`src/rtl/serial_adder_ctrl.sv`:
```
// Bit-serial add/subtract sequencer: one full-adder slice built from two half adders,
// operands shifted LSB first, result and flags registered when the last bit completes.

module half_adder (
  input  logic a_i,
  input  logic b_i,
  output logic s_o,
  output logic c_o
);
  assign s_o = a_i ^ b_i;
  assign c_o = a_i & b_i;
endmodule

// state | meaning
// IDLE  | waiting for start_i, ready_o=1
// SHIFT | one result bit per clock, LSB first
// DONE  | result/flags just updated, done_o=1 for this cycle
module serial_adder_ctrl #(
  parameter int WIDTH = 8
) (
  input  logic             clk_i,
  input  logic             rst_ni,
  input  logic             start_i,
  input  logic             op_i,
  input  logic [WIDTH-1:0] a_i,
  input  logic [WIDTH-1:0] b_i,
  output logic             ready_o,
  output logic             busy_o,
  output logic             done_o,
  output logic [WIDTH-1:0] result_o,
  output logic             carry_o,
  output logic             ovf_o
);
  localparam int CW = (WIDTH > 2) ? $clog2(WIDTH) : 1;
  localparam logic [CW-1:0] CNT_LAST = CW'(WIDTH - 1);

  typedef enum logic [1:0] {IDLE, SHIFT, DONE} state_t;

  state_t           state_q, state_d;
  logic [CW-1:0]    cnt_q, cnt_d;
  logic [WIDTH-1:0] op_a_q, op_a_d;
  logic [WIDTH-1:0] op_b_q, op_b_d;
  logic [WIDTH-1:0] acc_q, acc_d;
  logic [WIDTH-1:0] res_q, res_d;
  logic             carry_q, carry_d;
  logic             cout_q, cout_d;
  logic             ovf_q, ovf_d;

  logic s1, c1, sum, c2, co;

  half_adder u_ha1 (.a_i(op_a_q[0]), .b_i(op_b_q[0]), .s_o(s1),  .c_o(c1));
  half_adder u_ha2 (.a_i(s1),        .b_i(carry_q),   .s_o(sum), .c_o(c2));
  assign co = c1 | c2;

  always_comb begin
    state_d = state_q;
    cnt_d   = cnt_q;
    op_a_d  = op_a_q;
    op_b_d  = op_b_q;
    acc_d   = acc_q;
    res_d   = res_q;
    carry_d = carry_q;
    cout_d  = cout_q;
    ovf_d   = ovf_q;
    case (state_q)
      IDLE: begin
        if (start_i) begin
          // subtraction is A + ~B + 1: invert B and seed the carry with op
          op_a_d  = a_i;
          op_b_d  = op_i ? ~b_i : b_i;
          carry_d = op_i;
          cnt_d   = '0;
          state_d = SHIFT;
        end
      end
      SHIFT: begin
        acc_d   = {sum, acc_q[WIDTH-1:1]};
        op_a_d  = op_a_q >> 1;
        op_b_d  = op_b_q >> 1;
        carry_d = co;
        cnt_d   = cnt_q + 1'b1;
        if (cnt_q == CNT_LAST) begin
          // carry_q here is the carry into the MSB
          res_d   = acc_d;
          cout_d  = co;
          ovf_d   = carry_q ^ co;
          state_d = DONE;
        end
      end
      DONE:    state_d = IDLE;
      default: state_d = IDLE;
    endcase
  end

  always_ff @(posedge clk_i or negedge rst_ni) begin
    if (!rst_ni) begin
      state_q <= IDLE;
      cnt_q   <= '0;
      op_a_q  <= '0;
      op_b_q  <= '0;
      acc_q   <= '0;
      res_q   <= '0;
      carry_q <= 1'b0;
      cout_q  <= 1'b0;
      ovf_q   <= 1'b0;
    end else begin
      state_q <= state_d;
      cnt_q   <= cnt_d;
      op_a_q  <= op_a_d;
      op_b_q  <= op_b_d;
      acc_q   <= acc_d;
      res_q   <= res_d;
      carry_q <= carry_d;
      cout_q  <= cout_d;
      ovf_q   <= ovf_d;
    end
  end

  assign ready_o  = (state_q == IDLE);
  assign busy_o   = (state_q == SHIFT);
  assign done_o   = (state_q == DONE);
  assign result_o = res_q;
  assign carry_o  = cout_q;
  assign ovf_o    = ovf_q;

endmodule
```
`config.mk`:
```
export PLATFORM = sky130hd
export DESIGN_NAME = serial_adder_ctrl
export DESIGN_NICKNAME = d
export VERILOG_FILES = /design/src/rtl/serial_adder_ctrl.sv
export SDC_FILE = /design/constraint.sdc
export NUM_CORES = 1
export LEC_CHECK = 0
export ABC_AREA = 0
export CAP_MARGIN = 20
export CORE_UTILIZATION = 55
export CTS_CLUSTER_DIAMETER = 60
export DETAILED_ROUTE_END_ITERATION = 8
export GPL_TIMING_DRIVEN = 0
export PLACE_DENSITY = 0.84
export SETUP_SLACK_MARGIN = 0.05
export SLEW_MARGIN = 25
export SYNTH_ARGS = -nofsm -noshare
export SYNTH_HDL_FRONTEND = slang
export SYNTH_SLANG_ARGS = --single-unit
```
`constraint.sdc`:
```
create_clock -name clk_i -period 4.16 [get_ports clk_i]
set_input_delay 1.04 -clock clk_i [delete_from_list [all_inputs] [get_ports clk_i]]
set_output_delay 1.04 -clock clk_i [all_outputs]
set_load 0.05 [all_outputs]
```
Yosys cells after proc, flatten, opt, wreduce, memory -nomap -nowiden
Cells that the tools add are included.
{"block": "op_classes", "addsub": 1, "n_reduce_logical": 5, "n_eq_ne": 5, "n_bitwise": 7, "n_mux": 12}
{"operator": "one-hot mux 8 bit (2 select lines)", "n": 2}
{"operator": "2-to-1 mux 8 bit", "n": 3}
{"operator": "NOT 8 bit", "n": 1}
{"operator": "one-hot mux 3 bit (2 select lines)", "n": 1}
{"operator": "AND reduction 2 bit", "n": 3}
{"operator": "2-to-1 mux 2 bit", "n": 2}
{"operator": "one-hot mux 2 bit (2 select lines)", "n": 1}
{"operator": "adder 3 x 1 -> 3 bit, second input constant", "n": 1}
{"operator": "equality test 3 bit, second input constant", "n": 1}
{"operator": "2-to-1 mux 3 bit", "n": 1}
{"operator": "XOR 1 bit", "n": 3}
{"operator": "AND 1 bit", "n": 2}
{"operator": "equality test 2 x 1 -> 1 bit, second input constant", "n": 1}
{"operator": "equality test 2 bit, second input constant", "n": 1}
{"operator": "logical NOT 2 bit", "n": 1}
{"operator": "inequality test 2 x 1 -> 1 bit, second input constant", "n": 1}
{"operator": "inequality test 2 bit, second input constant", "n": 1}
{"operator": "one-hot mux 1 bit (2 select lines)", "n": 1}
{"operator": "nonzero test 2 bit", "n": 1}
{"operator": "2-to-1 mux 1 bit", "n": 1}
{"operator": "OR 1 bit", "n": 1}
{"block": "totals", "in_bits": 20, "regBits": 40, "output_inout_bits": 13, "word_cells": 39}

Depth between registers and ports, before layout
{"block": "logic_depth", "depth_word": 4, "ltp_mapped": 6}

Cells and area by module
Synthesis repeated with hierarchy kept, for this count alone.
{"block": "hier_totals", "cells_unflattened": 159, "area_unflattened_um2": 1816.7}
{"mod": "serial_adder_ctrl", "cells_per_inst": 157, "n_inst": 1, "seq_area_each_um2": 975.9, "area_each_um2": 1791.7}
{"mod": "half_adder", "cells_per_inst": 1, "n_inst": 2, "seq_area_each_um2": 0.0, "area_each_um2": 12.5}

Worst setup path before layout
OpenSTA, ideal clock, no wires.
{"block": "synth_timing", "path_type": "register to output", "from": "reg state_q[0]", "to": "out done_o", "t_arrival_ns": 1.352, "path_buffers": 2, "stages_incl_launch_ff": 4, "setup_slack_ns": 1.768, "required_time_ns": 3.120, "path_cell_list": "dfrtp_1 buf_4 buf_2 nor2_1"}
{"block": "synth_between", "elab_chain_cells": 1}
{"item": "start, declared", "line_no": "39", "text": "state_t state_q, state_d;"}
{"item": "start signal, assigned", "line_no": "107", "text": "state_q <= state_d;"}
{"item": "equality test 2 bit", "line_no": "121", "text": "assign done_o = (state_q == DONE);"}
{"item": "end, declared", "line_no": "29", "text": "output logic done_o,"}
Every way passes these cells.

Final worst setup path
{"block": "layout_timing", "from": "reg state_q[1]", "to": "out busy_o"}
{"block": "layout_between", "elab_chain_cells": 1}
{"item": "equality test 2 x 1 -> 1 bit", "line_no": "120", "text": "assign busy_o = (state_q == SHIFT);"}
{"item": "end, declared", "line_no": "28", "text": "output logic busy_o,"}
Every way passes these cells.

==> results.txt <==
----------------------------------------------------
[Outcome]
  Status ... completed

[Synthesis]
  Post-synth EDFFs ... 0
  Main synth FF type ... sky130_fd_sc_hd__dfrtp_1
  Count of mapped cells out of synthesis ... 144
  Xor-xnor portion of the synthesized cell area ... 4.50%
  Async S/R FF share, synth ... between 90% and 100%
  Sequential area share after synthesis ... 55.8%
  Post-synth design cell area ... 0.00175 sq mm
  Synthesis-stage register bit count ... 39
  Area share of the leading cell type in the synthesized netlist ... between 50% and 60%
  Synth top cells by count ... sky130_fd_sc_hd__dfrtp_1, sky130_fd_sc_hd__mux2_2, sky130_fd_sc_hd__nand2_1, sky130_fd_sc_hd__o21ai_0, sky130_fd_sc_hd__nor2_1
  Post-synthesis simple-gate area fraction ... 8.08%
  Cell taking the most area after synthesis ... sky130_fd_sc_hd__dfrtp_1
  Largest family of logic cells by synthesized area ... compound AO/OA/AOI/OAI gates
  Most area-consuming cells after synthesis ... sky130_fd_sc_hd__dfrtp_1, sky130_fd_sc_hd__mux2_2, sky130_fd_sc_hd__xnor2_1, sky130_fd_sc_hd__o21ai_0, sky130_fd_sc_hd__a22oi_1
  Synth cell types ... 28
  Adder-Cell Fraction of Synth Area ... 2.57%
  Post-synth net total ... 167
  Mux contribution to synthesized area ... 10.9%
  Top-count cell post-synth ... sky130_fd_sc_hd__dfrtp_1
  Synth Area in Compound Gates ... 13.0%
  Yosys warning count ... 0
  Synth Area per Inst ... 12.2 sq um

[Drt]
  Residual antenna-violating net count after detailed routing ... 0
  Number of search-and-repair iterations in the first detailed-routing pass ... 4
  Via count ... 1219
  Routed Wire Length ... 3250 um
  Post-detailed-route DRC marker count ... 0
  Post-DR wirelength/cell ... 14.3 um
  Met1 Routed Length ... 1380 um
  Total length of routed met3 wires ... 160 um
  Number of design-rule violations left by the first detailed-router iteration ... 36
  Avg Vias per Cell ... about 5.4
  Top layer reached by signal wires ... met4
  Wire length on met2 ... between 1500 and 2000 um

[Clock tree]
  Source-to-sink clock delay at the later pin of the worst-skew pair ... 0.34 ns
  Worst-path clk slew ... between 0.1 and 0.15 ns
  Root Driver ... sky130_fd_sc_hd__clkbuf_4
  H-Tree Level Count ... 2
  Total of hold buffers inserted after clock tree synthesis ... 0
  Number of buffers created by CTS ... 5
  Clock Tree Buf Depth ... 2
  Number of buffers inserted by post-CTS setup repair ... 0
  CTS tree ... built
  Count of cells resized by post-cts repair ... 0
  Number of sinks driven by the clock tree ... 39

[Layout]
  Number of filler cells placed in the layout ... around 220
  Fraction of final layout cells sized beyond drive strength 1 ... 21.9%
  Nets ... 205
  Growth of design area from synthesis to finish ... 24.0%
  Total inserted antenna cells ... 0

[Floorplan]
  Boundary pin count ... 33
  Vertical die dimension ... 58.4 um
  Horiz. Die Dim ... ~60 um
  Count of standard-cell rows ... 20
  Area of the placeable core ... 0.00303 sq mm
  Effective utilization at floorplan ... ~58%
  Die ar. ... around 0.0034 sq mm

[STA]
  Max Transition Viols Final ... 0
  Unrepaired setup endpoints after global routing ... no
  Setup clock skew after layout ... around 0.0090 ns
  Slew of the pin with the lowest slew margin ... 0.502 ns
  Count of endpoints failing setup in the final report ... 0
  Slew margin rel. ... 66.5%
  Post-layout minimum cycle time ... 3.11 ns
  Count of final hold-check violations ... 0
  Setup TNS ... 0 ns
  Peak Freq ... 321 MHz
  Ratio of final minimum period to clock period ... 74.8%

[Power and ir drop]
  Sequential fraction of design power ... between 40% and 50%
  Power per unit of standard cell area ... 739 mW/mm^2
  Combinational share of power ... a little under 50%
  Maximum ir drop on the vdd rail ... 0.385 mV
  Static leakage ... 0.945 nW
  Overall power consumption ... 0.00160 W
  Cell-internal power ... just under 0.001 W
  Relative contribution of the clock network to total power ... 11.5%
  Reported net switching power ... 0.000645 W
  Net switching share of the total power ... about 40%

[Setup path]
  Worst Path Class, Setup ... flip-flop to output pin
  Crit path capture ... busy_o
  Worst setup EP type ... output pin
  R2r setup slk ... 2.60 ns
  Startpoint type of the worst setup path ... flip-flop
  Biggest fanout along the worst timing path ... 10
  Critical register-to-register path endpoint ... result_o[5]
  CP arrival ... approximately 2.1 ns
  Length in cells of the worst reg-to-reg path ... 5
  Launching point of the worst reg2reg path ... cnt_q[0]
  CP Data Required Time ... 3.12 ns
  First element of the critical path ... state_q[1]

[Global route]
  Overall overflow remaining after global route ... 0
  Pin count of the biggest net entering global routing ... 30
  First-pass GRT wire length ... between 5000 and 6000 um
  Antenna violations before repair ... 0
  Overall fraction of global-route tracks in use ... 22.1%
  Via count of the first global-routing pass ... 1263

[Run]
  Maxcap violations ... 0

[Place]
  Post-DP HPWL ... 2440 um
  Final weighted congestion of routability-driven global placement ... 0.782
  Input/output buffers ... 30

[Min path]
  Hold Crit Class ... flip-flop to flip-flop

----------------------------------------------------
-- layout by cell type (no fill, tap or decap), types with 3 or more instances in the layout --
cell type / count
sky130_fd_sc_hd__inv_1: 3
sky130_fd_sc_hd__clkdlybuf4s50_1: 29
sky130_fd_sc_hd__clkbuf_4: 5
sky130_fd_sc_hd__xnor2_1: 8
sky130_fd_sc_hd__buf_4: 3
sky130_fd_sc_hd__o21ai_0: 12
sky130_fd_sc_hd__nor2_1: 9
sky130_fd_sc_hd__clkbuf_1: 4
sky130_fd_sc_hd__nand2_1: 12
sky130_fd_sc_hd__buf_6: 3
sky130_fd_sc_hd__dfrtp_1: 39
sky130_fd_sc_hd__a221o_2: 4
sky130_fd_sc_hd__mux2_2: 17
sky130_fd_sc_hd__nor2b_1: 3
sky130_fd_sc_hd__buf_2: 3
sky130_fd_sc_hd__nand3_1: 3
sky130_fd_sc_hd__a22oi_1: 7
-- metal layers --
metal / up-vias / GRT usage (%)
li1: 579 / -
met1: 591 / 26.5
met2: 45 / 37.9
met3: 4 / 6.81
met4: 0 / 7.48
met5: - / 0
-- registers in the layout (all words and copies together), names as in the netlist --
signal	cells
op_a_q	8
op_b_q	8
result_o	8
acc_q	7
cnt_q	3
state_q	2
carry_o	1
carry_q	1
ovf_o	1
-- metrics by stage --
stage               setup slack [ns]  hold slack (ns)  utilization [%]  cells  cell area [sq um]
global route                   0.952            0.531             71.7    227               2170
floorplan                       1.77            0.450                -    144               1750
CTS                             1.03            0.507             71.7    227               2170
finish                          1.05            0.506             71.7    227               2170
detailed placement              1.42            0.482             70.0    219               2120
global placement                1.22            0.463             69.5    218               2110
-- worst max-delay path, cell delays in order (launching register included) --
cell and delay [ns]:
sky130_fd_sc_hd__dfrtp_1 0.46, sky130_fd_sc_hd__nor2b_1 0.17, sky130_fd_sc_hd__buf_6 0.15, sky130_fd_sc_hd__buf_6 0.15
sky130_fd_sc_hd__clkdlybuf4s50_1 0.80
-- power groups by stage --
stage	Combinational [W]	Clock, W	Sequential [W]
floorplan	0.000415	0	0.000776
global placement	0.000746	0	0.000636
detailed placement	0.000780	0	0.000656
CTS	0.000782	0.000191	0.000647
global route	0.000835	0.000204	0.000665
finish	0.000775	0.000185	0.000645
-- kinds of logic after synthesis --
logic type                 count (synthesis)
muxes                                     17
buffers and inverters                     14
and+or+nand+nor                           30
xor gates and xnor gates                   9
AOI/OAI and AO/OA                         32
adders and majority gates                  3
DFF                                       39
-- worst min-delay path by stage --
| stage | startpoint | endpoint | depth (start not counted) |
|---|---|---|---|
| final | op_a_q[6] | op_a_q[6] | 2 |
| after CTS | op_a_q[6] | op_a_q[6] | 2 |
| after global placement | op_a_q[3] | op_a_q[3] | 2 |
| after detailed placement | op_a_q[6] | op_a_q[6] | 2 |
| after floorplan | op_a_q[1] | op_a_q[1] | 2 |
| after global routing | cnt_q[1] | cnt_q[1] | 1 |
-- area by class of cell --
| class | count | area [sq um] | area share [%] |
|---|---|---|---|
| plain buffers | 11 | 78.8 | 3.63 |
| flip-flops and latches | 39 | 976 | 45.0 |
| clock buffers | 7 | 45.0 | 2.07 |
| repair buffers | 31 | 315 | 14.5 |
| well taps | 44 | 55.1 | 2.54 |
| multi-input cells | 91 | 684 | 31.5 |
| inverters | 3 | 11.3 | 0.519 |
| clock inverters | 1 | 5.00 | 0.231 |
(Power assumes the default switching activity.)
